File: config.mk
export PLATFORM = sky130hd
export DESIGN_NAME = memory_access_stage
export DESIGN_NICKNAME = d
export VERILOG_FILES = /design/src/rtl/memory_access_stage.sv
export SDC_FILE = /design/constraint.sdc
export NUM_CORES = 1
export LEC_CHECK = 0
export ABC_AREA = 0
export ABC_CLOCK_PERIOD_IN_PS = 13550
export CORE_MARGIN = 2
export CORE_UTILIZATION = 45
export CTS_CLUSTER_DIAMETER = 100
export DETAILED_ROUTE_END_ITERATION = 8
export PLACE_DENSITY_LB_ADDON = 0.05
export SYNTH_ARGS = -nofsm -noshare
export SYNTH_HDL_FRONTEND = slang
export SYNTH_SLANG_ARGS = --single-unit
File: constraint.sdc
create_clock -name clk_i -period 13.55 [get_ports clk_i]
set_input_delay 2.0325 -clock clk_i [delete_from_list [all_inputs] [get_ports clk_i]]
set_output_delay 2.0325 -clock clk_i [all_outputs]
set_load 0.05 [all_outputs]
File: src/rtl/memory_access_stage.sv
// Memory-access pipeline stage: drives a req/ready data-memory port for loads and stores,
// formats store lanes, extracts load data and loads the MEM/WB register.
module memory_access_stage #(
    parameter int unsigned ADDR_W = 32
) (
    input  logic              clk_i,
    input  logic              rst_i,
    input  logic              reg_wb_en_ex_mem_o,
    input  logic [4:0]        rd_ex_mem_o,
    input  logic [31:0]       pc_ex_mem_o,
    input  logic [1:0]        wb_sel_ex_mem_o,
    input  logic [31:0]       imm_ex_mem_o,
    input  logic [31:0]       alu_out_ex_mem_o,
    input  logic [31:0]       rs2_ex_mem_o,
    input  logic [2:0]        funct3_ex_mem_o,
    input  logic              is_load_instr_ex_mem_o,
    input  logic              is_store_instr_ex_mem_o,
    output logic              dmem_req_o,
    output logic              dmem_we_o,
    output logic [ADDR_W-1:0] dmem_addr_o,
    output logic [31:0]       dmem_wdata_o,
    output logic [3:0]        dmem_wstrb_o,
    input  logic              dmem_ready_i,
    input  logic [31:0]       dmem_rdata_i,
    output logic              busywait_o,
    output logic              reg_wb_en_mem_wb_o,
    output logic [4:0]        rd_mem_wb_o,
    output logic [31:0]       pc_mem_wb_o,
    output logic [1:0]        wb_sel_mem_wb_o,
    output logic [31:0]       imm_mem_wb_o,
    output logic [31:0]       alu_out_mem_wb_o,
    output logic [31:0]       rd_data_mem_wb_o,
    output logic              is_memory_instruction_mem_wb_o,
    output logic              mem_fault_mem_wb_o
);

    typedef enum logic {StIdle, StWait} state_t;

    state_t            state;
    logic              held_we;
    logic [ADDR_W-1:0] held_addr;
    logic [31:0]       held_wdata;
    logic [3:0]        held_wstrb;

    logic              is_ld, is_st, any_mem, unsupported, misaligned, fault, go, in_wait;
    logic [1:0]        lane;
    logic [ADDR_W-1:0] word_addr;
    logic [3:0]        st_strb;
    logic [31:0]       st_data;
    logic [7:0]        ld_byte;
    logic [15:0]       ld_half;
    logic [31:0]       ld_val;

    always_comb begin
        is_ld       = is_load_instr_ex_mem_o;
        is_st       = is_store_instr_ex_mem_o;
        lane        = alu_out_ex_mem_o[1:0];
        any_mem     = is_ld | is_st;
        unsupported = (is_ld & is_st)
                    | (is_ld & ((funct3_ex_mem_o == 3'b011) | (funct3_ex_mem_o[2:1] == 2'b11)))
                    | (is_st & (funct3_ex_mem_o >= 3'b011));
        misaligned  = ((funct3_ex_mem_o[1:0] == 2'b01) & lane[0])
                    | ((funct3_ex_mem_o[1:0] == 2'b10) & (lane != 2'b00));
        fault       = any_mem & (unsupported | misaligned);
        go          = (is_ld ^ is_st) & ~fault;
        word_addr   = ADDR_W'(alu_out_ex_mem_o);
        word_addr[1:0] = 2'b00;
    end

    always_comb begin
        st_strb = 4'b1111;
        st_data = rs2_ex_mem_o;
        case (funct3_ex_mem_o[1:0])
            2'b00: begin
                st_strb = 4'b0001 << lane;
                st_data = {4{rs2_ex_mem_o[7:0]}};
            end
            2'b01: begin
                st_strb = lane[1] ? 4'b1100 : 4'b0011;
                st_data = {2{rs2_ex_mem_o[15:0]}};
            end
            default: ;
        endcase
    end

    always_comb begin
        ld_byte = 8'(dmem_rdata_i >> {lane, 3'b000});
        ld_half = lane[1] ? dmem_rdata_i[31:16] : dmem_rdata_i[15:0];
        case (funct3_ex_mem_o)
            3'b000:  ld_val = {{24{ld_byte[7]}}, ld_byte};
            3'b100:  ld_val = {24'b0, ld_byte};
            3'b001:  ld_val = {{16{ld_half[15]}}, ld_half};
            3'b101:  ld_val = {16'b0, ld_half};
            default: ld_val = dmem_rdata_i;
        endcase
    end

    // Reset gates the request combinationally so it drops without waiting for an edge.
    always_comb begin
        in_wait      = (state == StWait);
        dmem_req_o   = ~rst_i & (in_wait | go);
        dmem_we_o    = dmem_req_o & (in_wait ? held_we : is_st);
        dmem_addr_o  = in_wait ? held_addr : word_addr;
        dmem_wdata_o = in_wait ? held_wdata : st_data;
        dmem_wstrb_o = dmem_we_o ? (in_wait ? held_wstrb : st_strb) : 4'b0000;
        busywait_o   = ~rst_i & (in_wait ? ~dmem_ready_i : go);
    end

    always_ff @(posedge clk_i or posedge rst_i) begin
        if (rst_i) begin
            state                          <= StIdle;
            held_we                        <= 1'b0;
            held_addr                      <= '0;
            held_wdata                     <= '0;
            held_wstrb                     <= '0;
            reg_wb_en_mem_wb_o             <= 1'b0;
            rd_mem_wb_o                    <= '0;
            pc_mem_wb_o                    <= '0;
            wb_sel_mem_wb_o                <= '0;
            imm_mem_wb_o                   <= '0;
            alu_out_mem_wb_o               <= '0;
            rd_data_mem_wb_o               <= '0;
            is_memory_instruction_mem_wb_o <= 1'b0;
            mem_fault_mem_wb_o             <= 1'b0;
        end else begin
            case (state)
                StIdle: if (go) begin
                    state      <= StWait;
                    held_we    <= is_st;
                    held_addr  <= word_addr;
                    held_wdata <= st_data;
                    held_wstrb <= st_strb;
                end
                StWait: if (dmem_ready_i) state <= StIdle;
                default: state <= StIdle;
            endcase
            if (busywait_o) begin
                reg_wb_en_mem_wb_o             <= 1'b0;
                is_memory_instruction_mem_wb_o <= 1'b0;
                mem_fault_mem_wb_o             <= 1'b0;
            end else begin
                reg_wb_en_mem_wb_o             <= reg_wb_en_ex_mem_o & ~is_st & ~fault;
                rd_mem_wb_o                    <= rd_ex_mem_o;
                pc_mem_wb_o                    <= pc_ex_mem_o;
                wb_sel_mem_wb_o                <= wb_sel_ex_mem_o;
                imm_mem_wb_o                   <= imm_ex_mem_o;
                alu_out_mem_wb_o               <= alu_out_ex_mem_o;
                rd_data_mem_wb_o               <= (is_ld & ~fault) ? ld_val : 32'b0;
                is_memory_instruction_mem_wb_o <= is_ld & ~fault;
                mem_fault_mem_wb_o             <= fault;
            end
        end
    end

endmodule

* After elaboration in Yosys (flattened, before gate mapping)
Cells that the tools add are included.
Storage, ports and cells: bits in registers 206, input bits 176, output and inout port bits 209, word-level logic and storage cells 72
Cells by class: $lt $le $gt $ge 1, equal/unequal tests 7, shift operators 2, muxes and demuxes 18, bitwise operators 26, reduce and logical (&&, ||, !) cells 4
Operator list (number):
- $pmux W32 S4 | 1
- $mux W32 | 3
- $pmux W32 S2 | 1
- $shr A32 B5 Y8 | 1
- $mux W16 | 1
- $and A1 B1 Y1 | 13
- $mux W4 | 3
- $pmux W4 S2 | 1
- $mux W1 | 7
- $or A1 B1 Y1 | 7
- $eq A3 B3 Y1 const B | 2
- $not A1 Y1 | 5
- $eq A2 B2 Y1 const B | 2
- $shl A1 B2 Y4 const A | 1
- $eq A3 B1 Y1 const B | 1
- $eq A3 B2 Y1 const B | 1
- $ge A3 B2 Y1 const B | 1
- $logic_not A3 Y1 | 1
- $eq A2 B1 Y1 const B | 1
- $logic_not A2 Y1 | 1
- $pmux W1 S2 | 1
- $reduce_and A2 Y1 | 1
- $reduce_bool A2 Y1 | 1
- $xor A1 B1 Y1 | 1

* Longest topological paths before layout
Gate-level depths: netlist of the first run.
depth after elaboration 13, gate-level depth with buffers 9, mapped depth without buffers 7

* Least setup slack after synthesis of the first run
Ideal clock, no wire load.
kind input to output, start point input rst_i, end point output dmem_wstrb_o[0], arrival time 8264 ps, required time 11517 ps, path slack 3253 ps, stages 3, path buffers 0, path through inv_1 > a32oi_1 > a21oi_1
On the way: longest elaborated chain between the ends 4
RTL lines:
- start: declaration | line 7 | input logic rst_i,
- $not A1 Y1 | line 101 | dmem_req_o = ~rst_i & (in_wait | go);
- $and A1 B1 Y1 | line 101
- $and A1 B1 Y1 | line 102 | dmem_we_o = dmem_req_o & (in_wait ? held_we : is_st);
- $mux W4 | line 105 | dmem_wstrb_o = dmem_we_o ? (in_wait ? held_wstrb : st_strb) : 4'b0000;
- end: declaration | line 22 | output logic [3:0] dmem_wstrb_o,
No other way between the ends.

* Final worst setup path of the first run
start point input funct3_ex_mem_o[0], end point output busywait_o
On the way: longest elaborated chain between the ends 11, elaborated cells on any way between the ends 18, those cells by class order compare: 1; eq/ne: 3; mux: 1; bitwise: 13
RTL lines:
- start: declaration | line 15 | input logic [2:0] funct3_ex_mem_o,
- $eq A3 B2 Y1 | line 60 | | (is_ld & ((funct3_ex_mem_o == 3'b011) | (funct3_ex_mem_o[2:1] == 2'b11)))
- $or A1 B1 Y1 | line 60
- $and A1 B1 Y1 | line 60
- $or A1 B1 Y1 | line 60
- $or A1 B1 Y1 | line 61 | | (is_st & (funct3_ex_mem_o >= 3'b011));
- $or A1 B1 Y1 (*) | line 64 | fault = any_mem & (unsupported | misaligned);
- $and A1 B1 Y1 (*) | line 64
- $not A1 Y1 (*) | line 65 | go = (is_ld ^ is_st) & ~fault;
- $and A1 B1 Y1 (*) | line 65
- $mux W1 (*) | line 106 | busywait_o = ~rst_i & (in_wait ? ~dmem_ready_i : go);
- $and A1 B1 Y1 (*) | line 106
- end: declaration | line 25 | output logic busywait_o,
Mark *: on every way between the ends. The rest lies on a longest branch, timed or not.

==> results of run 1 <==
==> power by group through the flow <==
stage / clock network [uW] / logic [uW] / registers (uW)
floorplan: 0 / 513 / 974
global placement: 0 / 977 / 819
detailed placement: 0 / 982 / 823
CTS: 631 / 986 / 813
global route: 648 / 1020 / 832
finish: 616 / 978 / 813
==> sequential cells by signal (all words and copies together) (netlist names), 2 cells and up <==
register / count
held_addr: 30
rd_mem_wb_o: 5
held_wstrb: 4
wb_sel_mem_wb_o: 2
pc_mem_wb_o: 32
rd_data_mem_wb_o: 32
imm_mem_wb_o: 32
held_wdata: 32
alu_out_mem_wb_o: 32
==> final cells by class <==
cell class | count | share of cell area
flip-flops and latches | 206 | 0.355
clock inverters | 3 | 0.00103
repair buffers | 389 | 0.267
well taps | 280 | 0.0241
diodes | 1 | 0.000172
inverters | 19 | 0.00577
clock buffers | 37 | 0.0508
multi-input cells | 449 | 0.296
==> per-stage QoR <==
step           instances  setup WS (ns)
2_1_floorplan        728           3.25
3_3_place_gp        1343           6.36
3_5_place_dp        1343           6.36
4_1_cts             1383           6.35
5_1_grt             1384           6.21
6_report            1384           6.38
==> placed cells by master, fill, tap and decap left out, types with 3 or more instances in the layout <==
| cell | count |
|---|---|
| a21o_1 | 4 |
| a21oi_1 | 22 |
| a221oi_1 | 6 |
| a22o_1 | 6 |
| a22oi_1 | 16 |
| a32o_1 | 6 |
| a32oi_1 | 7 |
| buf_4 | 7 |
| clkbuf_1 | 3 |
| clkbuf_16 | 23 |
| clkbuf_8 | 11 |
| clkdlybuf4s50_1 | 381 |
| clkinv_2 | 3 |
| dfrtp_1 | 205 |
| inv_1 | 16 |
| mux2_2 | 201 |
| mux2_4 | 30 |
| mux2i_1 | 24 |
| nand2_1 | 22 |
| nand2b_1 | 9 |
| nand3_1 | 4 |
| nor2_1 | 13 |
| nor2b_1 | 6 |
| o21ai_0 | 9 |
| o22ai_1 | 7 |
| o2bb2ai_1 | 23 |
| or3_1 | 3 |
==> worst paths after layout <==
kind	cells past startpoint	slack [ns]	from	endpoint
worst min register to register	1	0.48	held_addr[27]	held_addr[27]
worst min-delay path	1	0.48	held_addr[27]	held_addr[27]
min in group asynchronous	2	2.32	rst_i	held_wdata[0]
max in group asynchronous	3	9.84	rst_i	imm_mem_wb_o[29]
worst max register to register	6	10.34	in_wait	imm_mem_wb_o[7]
worst max-delay path	7	6.38	funct3_ex_mem_o[0]	busywait_o
==> layer usage <==
metal / up-vias / routed length (um)
li1: 3373 / -
met4: 2 / 711
met5: - / 12
met3: 50 / 2510
met1: 3644 / 11200
met2: 335 / 13600
==> kinds of logic (layout without fill, tap and decap cells) <==
kind of cell,Yosys count,in the layout,share of synthesized area
mux,258,258,0.303
flops,206,206,0.522
compound gates,118,118,0.0922
buf+inv,73,448,0.0443
simple gates,68,68,0.0346
fa+ha+maj,2,2,0.00253
other cells,1,3,0.000379
xor+xnor,1,1,0.000886
==> summary.md, run 1 <==
| Metric | Value |
|---|---|
| Status | `finished clean` |
| Synth top area share | `0.522` |
| Layout cells sized above 1 | `0.260` |
| FP Rows | `54` |
| CP max-delay cell | `clkdlybuf4s50_1` |
| Sequential area share after synthesis | `0.522` |
| Clock power frac | `0.256` |
| PwrDens | `166 nW/um^2` |
| Core ar. | `21700 sq um` |
| Die Ht | `152 um` |
| NetSw | `896 uW` |
| Setup CP Type | `input port to primary output` |
| Area contributors post-synth | `dfrtp_1, mux2_2, mux2_4` |
| Gr ovfl total | `0` |
| CP bufs+invs | `4` |
| Arr. time, crit path | `5.14 ns` |
| Synth top cells by count | `dfrtp_1, mux2_2, mux2_4, mux2i_1` |
| Max-slew violations | `0` |
| DRT iter0 DRCs | `329` |
| CP required | `11.52 ns` |
| Global-route wire length before repair | `44.0 mm` |
| Minimum clock period | `7.17 ns` |
| Root Driver | `clkbuf_16` |
| Die area | `23200 sq um` |
| Wire length per cell | `20.2 um` |
| Multi-input gate area | `4300 sq um` |
| Design area | `14500 sq um` |
| Syn avg cell area | `13.6 sq um` |
| Sequential power share | `0.338` |
| Most used flip-flop cell after synthesis | `dfrtp_1` |
| LEAKAGE | `0.00595 uW` |
| Post-synthesis cell type with the largest combined area | `dfrtp_1` |
| Fin crit share | `0.530` |
| Cell family with most CP delay | `buffers and inverters` |
| TritonRoute pass-1 iters | `5` |
| Int Power | `1510 uW` |
| Max_cap viols | `0` |
| CTS resizes | `0` |
| WHS | `0.485 ns` |
| Yosys warns | `0` |
| RSZ-0062 raised after global routing | `no` |
| Antenna violations before repair | `2` |
| CTS Buffer Depth | `3` |
| Post-route ant nets | `0` |
| Busiest grt layer | `met2` |
| CP Cell Sequence | `clkdlybuf4s50_1 > buf_4 > xor2_1 > a221oi_4 > a31oi_4 > inv_6 > clkdlybuf4s50_1` |
| Hold Crit Class | `flop to flop` |
| Vias per Instance | `5.35` |
| Combinational share of power | `0.406` |
| Post-Synthesis Cells | `727` |
| Post-synth EDFFs | `0` |
| Post-Route Setup TNS | `0 ns` |
| Vias in the first global route | `7673` |
| Synthesis-stage register bit count | `206` |
| Post-CTS setup buffer count | `0` |
| Net Sw Frac | `0.372` |
| Port Buffer Count | `382` |
| Largest net degree at the start of global routing | `151` |
| Clk slew on worst S/H paths | `0.06 ns` |
| Slew @ Worst Pin | `1.06 ns` |
| Final Skew | `0.00687 ns` |
| H-tree depth | `1` |
| Met3 Use GR | `0.0734` |
| Crit-path max cell delay | `0.94 ns` |
| Die width | `152 um` |
| Total track usage | `0.236` |
| Met2 Resource Use GR | `0.402` |
| GR Util met1 | `0.296` |
| I/O pins | `385` |
| Crit start category | `input port` |
| Cts hold-fix bufs | `0` |
| Filler cells | `1654` |
| Cts bufs inserted | `23` |
| Pwr Total | `2410 uW` |
| Max VDD drop | `0.000105 V` |
| Top-count cell post-synth | `dfrtp_1` |
| Fmax | `139 MHz` |
| Final setup fails | `0` |
| Nets | `1266` |
| CTS tree | `yes` |
| CP most frequent cell | `clkdlybuf4s50_1` |
| Post-synth ARST share | `1.00` |
| Vias | `7404` |
| Skew-Pair Late Insertion Delay | `0.51 ns` |
| Synthesized area | `9880 sq um` |
| Routability congestion estimate | `0.846` |
| Post-Place Cell Area | `13800 sq um` |
| Sink Count | `206` |
| Fin util | `0.669` |
| Total Wirelength | `28.0 mm` |
| FF+latch area | `5160 sq um` |
| Crit end category | `primary output` |
| Final Hold Fails | `0` |
| Worst slew margin | `0.291` |
| Synth unique cells | `55` |
| CP Max Fanout | `77` |
| Drc violations | `0` |
| Initial core utilization | `0.456` |
| Area Growth Syn to Fin | `46.9%` |
| Post-DP HPWL | `19.6 mm` |
Note: power is estimated with default switching activity, not from simulation.
==> inputs of run 2 (changes only) <==
- ABC_CLOCK_PERIOD_IN_PS: 13550 -> 7300
- CORE_UTILIZATION: 45 -> 44
- clock period: 13.55 -> 7.3 ns (I/O delays scaled with it)
==> run 2 against run 1 <==
Effect of this change: die area grew 2.2%; utilization shrank 1.2 points; flip-flop and latch count is the same; critical path depth shrank 2; highest routed layer unchanged; total power grew 82%; largest cell class unchanged; critical endpoint is now dmem_wdata_o[14].
==> summary.md, run 2 (same netlist as run 1, synthesis figures left out) <==
| Metric | Value |
|---|---|
| Max VDD drop | `0.000198 V (+89%)` |
| TritonRoute pass-1 iters | `5 (unchanged)` |
| Nets | `1268 (+0.16%)` |
| Wire length per cell | `20.6 um (+1.9%)` |
| Setup CP Type | `input port to primary output` |
| Root Driver | `clkbuf_16` |
| Crit-path max cell delay | `0.86 ns (-0.08 ns)` |
| Worst slew margin | `0.210 (-0.0810)` |
| Area Growth Syn to Fin | `46.0%` |
| Die area | `23700 sq um (+2.2%)` |
| Crit end category | `primary output` |
| Vias per Instance | `5.40 (+0.94%)` |
| Vias in the first global route | `7668 (-0.065%)` |
| Post-route ant nets | `0 (unchanged)` |
| Largest net degree at the start of global routing | `80 (-47%)` |
| Fin util | `0.657 (-0.0123)` |
| Crit start category | `input port` |
| FP Rows | `54 (unchanged)` |
| LEAKAGE | `0.00589 uW (-0.99%)` |
| Max-slew violations | `0 (unchanged)` |
| Pre-CTS WS | `2.08 ns (-4.28 ns)` |
| Final WS setup | `2.06 ns (-4.31 ns)` |
| Drc violations | `0 (unchanged)` |
| Pwr Total | `4370 uW (+82%)` |
| Fin crit share | `0.717` |
| Commonest non-fill, non-tap cell in the layout | `clkdlybuf4s50_1` |
| Final Hold Fails | `0 (unchanged)` |
| Vias | `7463 (+0.80%)` |
| Hold Crit Class | `flop to flop` |
| Total Wirelength | `28.5 mm (+1.8%)` |
| H-tree depth | `1 (unchanged)` |
| Minimum clock period | `5.24 ns` |
| Total track usage | `0.234 (-0.00251)` |
| Antenna violations before repair | `4 (+2)` |
| RSZ-0062 raised after global routing | `no` |
| CTS Buffer Depth | `3 (unchanged)` |
| I/O pins | `385 (unchanged)` |
| DRT iter0 DRCs | `283 (-14%)` |
| Clk slew on worst S/H paths | `0.06 ns (about the same)` |
| Sink Count | `206 (unchanged)` |
| Arr. time, crit path | `4.14 ns (-1.00 ns)` |
| Slew @ Worst Pin | `1.18 ns (+0.118 ns)` |
| Gr ovfl total | `0 (unchanged)` |
| CTS resizes | `0 (unchanged)` |
| Cts hold-fix bufs | `0 (unchanged)` |
| Max_cap viols | `0 (unchanged)` |
| Layout cells sized above 1 | `0.253 (-0.00724)` |
| PwrDens | `303 nW/um^2 (+83%)` |
| Cts bufs inserted | `23 (unchanged)` |
| Skew-Pair Late Insertion Delay | `0.50 ns (about the same)` |
| CP required | `6.20 ns (-5.32 ns)` |
| Final Skew | `0.00581 ns (-0.00106 ns)` |
| Post-CTS setup buffer count | `0 (unchanged)` |
| Die width | `154 um (+1.1%)` |
| CP max-delay cell | `nor2_1` |
| Global-route wire length before repair | `43.6 mm (-1.0%)` |
| Status | `finished clean` |
| Die Ht | `154 um (+1.1%)` |
| Initial core utilization | `0.450 (-0.00561)` |
| Core ar. | `22000 sq um (+1.2%)` |
| Fmax | `191 MHz` |
| CTS tree | `yes` |
| Post-Route Setup TNS | `0 ns (unchanged)` |
| Routability congestion estimate | `0.850 (+0.56%)` |
| Post-DP HPWL | `20.3 mm (+3.7%)` |
| Commonest non-fill, non-tap cells in the layout | `clkdlybuf4s50_1, dfrtp_1, mux2_2` |
| Final setup fails | `0 (unchanged)` |
| CP Cell Sequence | `clkdlybuf4s50_1 > nor2_1 > mux2_2 > mux2_2 > clkdlybuf4s50_1` |
| Port Buffer Count | `382 (unchanged)` |
| CP Max Fanout | `20 (-74%)` |
run 2: cell type report:
cell class / count / area (sq um)
multi-input combinational: 449 / 4300
clock buffer: 34 / 647
inverter: 19 / 80.1
tap: 280 / 350
fill: 1739 / 7530
antenna: 3 / 7.51
sequential: 206 / 5160
timing repair buffer: 391 / 3890
run 2: power breakdown:
group / internal [uW] / leakage, uW / total [uW] / switching [uW]
clock network: 602 / 0.000314 / 1040 / 439
registers: 1380 / 0.00247 / 1500 / 117
logic: 737 / 0.00310 / 1830 / 1090
run 2: path summary, 6_finish.rpt:
check                              startpoint               end  slack (ns)  cells past startpoint
min reg2reg                     held_addr[27]     held_addr[27]        0.48                      1
max                        funct3_ex_mem_o[0]  dmem_wdata_o[14]        2.06                      5
max in group asynchronous               rst_i   imm_mem_wb_o[8]        4.27                      4
min                             held_addr[27]     held_addr[27]        0.48                      1
min in group asynchronous               rst_i           in_wait        1.46                      3
max reg2reg                           in_wait   pc_mem_wb_o[11]        3.46                      8
run 2: per-layer routing:
layer / vias up / routed length (um) / GRT usage
li1: 3372 / - / -
met1: 3712 / 11300 / 0.287
met2: 317 / 13600 / 0.385
met3: 60 / 2670 / 0.0803
met4: 2 / 933 / 0.0859
met5: - / 16 / 0
run 2: per-stage QoR:
stage	cells	area [sq um]	hold WS, ns
detailed placement	1345	13800	0.474
global route	1381	14400	0.500
global placement	1345	13800	0.464
finish	1382	14400	0.481
floorplan	728	9890	0.452
CTS	1379	14400	0.486
run 2: critical path, delay by kind of cell:
kind,cells,cell delay (ns)
buf+inv,2,1.47
mux,2,0.71
simple gates,1,0.86
==> RTL change 1 (flow settings as in run 1) <==
Make the reset (`rst_i`) synchronous in one clocked block.
--- a/src/rtl/memory_access_stage.sv
+++ b/src/rtl/memory_access_stage.sv
@@ -108,3 +108,3 @@
 
-    always_ff @(posedge clk_i or posedge rst_i) begin
+    always_ff @(posedge clk_i) begin
         if (rst_i) begin
Check against the original RTL: differs if rst_i is asserted again (counterexample within 4 cycles, from zero or initial values and one cycle with rst_i high); with rst_i held inactive, the same outputs for 4 cycles.
==> RTL change 1 against run 1 <==
Final area is 8.3% lower. Routed wire length up 4.6%. Register-to-register slack got worse by 0.29 ns. Area after synthesis fell by 12%. Total power decreased by 21%. Highest routed layer is now met4. Via count is 12% higher. Critical path depth increased by 2. Non-clock buffer count up 4. Largest cell class is now multi-input gates. Worst setup slack lost 0.20 ns. Core utilization increased by 3.8 points. Critical endpoint is now dmem_wstrb_o[1]. Count of clock-buffer cells in the layout decreased by 5. Clock power increased by 2%. Sequential cell count stayed put.
==> RTL change 1: results <==
export IMPL_status="completed"
export IMPL_ff2ff_path_depth=7
export IMPL_leakagePower_nw=5.05
export IMPL_r2r_setup_slack_ns=10.05
export IMPL_grt_first_pass_wirelength_um=43600
export IMPL_yosysUniqueCellTypes=44
export IMPL_syn_avg_cell_area_sq_um=9.62
export IMPL_max_slew_margin_rel_pct=22.5
export IMPL_pg_seq_mw=0.692
export IMPL_synthFlopType="dfxtp_1"
export IMPL_synth_area_leaders="dfxtp_1, a22o_1, mux2_2"
export IMPL_crit_end="dmem_wstrb_o[1]"
export IMPL_signal_buffers=393
export IMPL_cpPeakStageDelay_ns=0.81
export IMPL_multi_input_area_share_pct=31.3
export IMPL_finalClockSkew_ns=0.00658
export IMPL_fin_nets=1409
export IMPL_seq_share_pct=31.0
export IMPL_diodes=2
export IMPL_die_area_sq_um=20500
export IMPL_powerComb_mw=0.574
export IMPL_gp_congestion=0.839
export IMPL_nNonClkInverters=9
export IMPL_dp_hpwl_um=19700
export IMPL_grt_usage_pct=26.7
export IMPL_fillers=1486
export IMPL_clk_share_pct=5.74
==> RTL change 1: cell types whose count changed after synthesis, sizes merged, moves of 25 or more <==
| cell | change |
|---|---|
| nor2 | +25 |
| a21oi | +61 |
| mux2 | -161 |
| nor3 | +33 |
| dfrtp | -206 |
| nand3 | +35 |
| clkbuf | +29 |
| dfxtp | +206 |
| a22o | +99 |
| o21ai | +64 |
==> RTL change 1: how the worst min path moves through the flow <==
stage	endpoint	from	cells after the start	slack (ns)
detailed placement	rd_data_mem_wb_o[23]	rd_data_mem_wb_o[23]	1	0.45
global route	rd_data_mem_wb_o[20]	rd_data_mem_wb_o[20]	1	0.48
global placement	rd_data_mem_wb_o[23]	rd_data_mem_wb_o[23]	1	0.44
finish	rd_data_mem_wb_o[20]	rd_data_mem_wb_o[20]	1	0.46
floorplan	held_addr[10]	held_addr[10]	2	0.45
CTS	rd_data_mem_wb_o[18]	rd_data_mem_wb_o[18]	1	0.46
==> RTL change 1: cell families (layout without fill, tap and decap cells) <==
| logic type | count (synthesis) | in the layout | share of synthesized area, % |
|---|---|---|---|
| AO/OA/AOI/OAI | 317 | 317 | 25.4 |
| flip-flops | 206 | 206 | 47.3 |
| AND/OR/NAND/NOR | 188 | 188 | 10.4 |
| buffers and inverters | 102 | 443 | 5.27 |
| multiplexers | 88 | 88 | 11.1 |
| adder cells (fa/ha/maj) | 2 | 2 | 0.287 |
| other | 1 | 4 | 0.0431 |
| XOR/XNOR | 1 | 1 | 0.101 |
==> RTL change 1: per-layer routing <==
metal  routed length [um]  vias up  GRT usage (%)
li1                     -     3999              -
met3                 2630       39           7.34
met1                12100     3887           34.0
met5                    0        -              0
met2                14000      344           44.3
met4                  653        0           7.66
==> RTL change 2 (config.mk and constraints of run 1) <==
Without the edit above. Set the parameter `ADDR_W` to 16 (it was 32).
--- a/src/rtl/memory_access_stage.sv
+++ b/src/rtl/memory_access_stage.sv
@@ -3,3 +3,3 @@
 module memory_access_stage #(
-    parameter int unsigned ADDR_W = 32
+    parameter int unsigned ADDR_W = 16
 ) (
Ports: changed (resized dmem_addr_o); port bits go from 385 to 369. No check against the original RTL was run, so the function may have changed too.
==> RTL change 2 against run 1 <==
Total power down 12%. Combinational power is 12% lower. Sequential cell count is 16 lower. Routed wire length fell by 8.5%. Worst setup slack worse by 0.034 ns. Final area decreased by 6.1%. Register-to-register slack improved by 0.02 ns. First-iteration DRC count is 8.2% lower. Fmax decreased by 0.47%. Die area is 5.3% lower. Area after synthesis shrank 5.5%. Critical path depth down 2. Critical endpoint unchanged.
==> RTL change 2: results <==
export IMPL_drv_slew=0
export IMPL_cts_buffers=17
export IMPL_max_slew_margin_rel_pct=22.5
export IMPL_grt_usage_pct=23.3
export IMPL_fillers=1569
export IMPL_crit_slowest_cell="clkdlybuf4s50_1"
export IMPL_grt_use_met1_pct=29.7
export IMPL_grt_pass1_vias=6807
export IMPL_status="completed"
export IMPL_yosysUniqueCellTypes=50
export IMPL_htreeDepth=4
export IMPL_finalClockSkew_ns=0.00921
export IMPL_ys_seq_area_share_pct=50.9
export IMPL_cts_root_buf="clkbuf_16"
export IMPL_met2_usage_pct=38.3
export IMPL_cts_resized=0
export IMPL_p_sw_mw=0.800
export IMPL_wl_met1_um=10800
export IMPL_layout_drive_gt1_share_pct=23.1
export IMPL_drt_iter0_drc=302
export IMPL_maxUsedRoutingLayer="met4"
export IMPL_dr_wl_met3_um=1940
export IMPL_dp_slack_ns=6.37
export IMPL_fin_crit_sh_pct=53.2
export IMPL_clk_pin_slew_ns=0.06
export IMPL_irDropWorstVdd_mv=0.104
export IMPL_vias=6682
export IMPL_fin_nets=1196
export IMPL_critical_path_max_fanout=36
export IMPL_synth_common_cells="dfrtp_1, mux2_2, mux2_4, nand2_1, a22o_1"
export IMPL_cts_buffer_depth=2
export IMPL_grt_first_pass_wirelength_um=39400
export IMPL_use_met3_pct=7.02
export IMPL_wirelength_um=25600
export IMPL_grt_max_degree=144
export IMPL_synth_area_leaders="dfrtp_1, mux2_4, mux2_2"
export IMPL_antenna_found_initial=1
export IMPL_critPathArrivalTime_ns=5.18
export IMPL_synthFlopType="dfrtp_1"
export IMPL_clock_latency_ns=0.43
export IMPL_port_buffers=366
export IMPL_gp_congestion=0.889
export IMPL_r2r_setup_slack_ns=10.36
export IMPL_wl_met2_um=12300
export IMPL_dp_hpwl_um=18400
export IMPL_leakagePower_nw=5.79
export IMPL_drtPass1Iterations=4
[RTL change 2: cell count changes after synthesis, moves of 7 or more]
cell	delta
mux2_2	-104
mux2_4	+60
a22o_1	+26
o2bb2ai_1	-22
o21ai_0	+17
dfrtp_1	-16
mux2_1	+14
nand2_1	+14
buf_4	-10
a22oi_1	-8
buf_8	+8
a221o_1	+7
clkbuf_1	-7
o211ai_1	+7
[RTL change 2: through the flow]
| stage | hold WS [ns] | cell area [sq um] | power (mW) | instances |
|---|---|---|---|---|
| 5_1_grt | 0.506 | 13600 | 2.20 | 1302 |
| 6_report | 0.484 | 13600 | 2.11 | 1302 |
| 2_1_floorplan | 0.452 | 9340 | 1.34 | 676 |
| 4_1_cts | 0.490 | 13600 | 2.13 | 1301 |
| 3_5_place_dp | 0.473 | 13000 | 1.62 | 1269 |
| 3_3_place_gp | 0.463 | 13000 | 1.61 | 1269 |
[RTL change 2: cell families (layout without fill, tap and decap cells)]
| group | count (synthesis) | in the layout | synth area share [%] |
|---|---|---|---|
| buffers and inverters | 63 | 418 | 4.55 |
| adders and majority gates | 2 | 2 | 0.268 |
| other | 1 | 3 | 0.0401 |
| muxes | 231 | 231 | 31.4 |
| AOI/OAI and AO/OA | 112 | 112 | 8.76 |
| and+or+nand+nor | 75 | 75 | 3.94 |
| xor gates and xnor gates | 1 | 1 | 0.174 |
| DFF | 190 | 190 | 50.9 |
[RTL change 2: critical path: cells and delay by family]
kind                   cells  cell delay (ns)
buffers and inverters      2             1.76
AO/OA/AOI/OAI              1             0.70
AND/OR/NAND/NOR            2             0.66
[RTL change 2: power groups by stage]
| stage | registers [mW] | clock network, mW | logic (mW) |
|---|---|---|---|
| after floorplan | 0.899 | 0 | 0.443 |
| after global placement | 0.748 | 0 | 0.865 |
| after detailed placement | 0.752 | 0 | 0.867 |
| after CTS | 0.741 | 0.516 | 0.872 |
| after global routing | 0.757 | 0.539 | 0.907 |
| final | 0.741 | 0.504 | 0.865 |
[RTL change 2: path summary, 6_finish.rpt]
check,endpoint,cells past startpoint,from
setup / recovery,busywait_o,5,alu_out_ex_mem_o[1]
hold / removal,held_wdata[7],1,held_wdata[7]
setup reg to reg,alu_out_mem_wb_o[4],5,in_wait
hold reg to reg,held_wdata[7],1,held_wdata[7]
max in group asynchronous,held_wdata[30],3,rst_i
min in group asynchronous,alu_out_mem_wb_o[12],2,rst_i
[RTL change 2: final cells by class]
class,count,share of cell area (%)
timing repair buffer,372,27.2
sequential,190,34.9
multi-input combinational,423,30.6
clock inverter,13,1.07
tap,270,2.48
inverter,14,0.440
clock buffer,19,3.32
antenna,1,0.0184
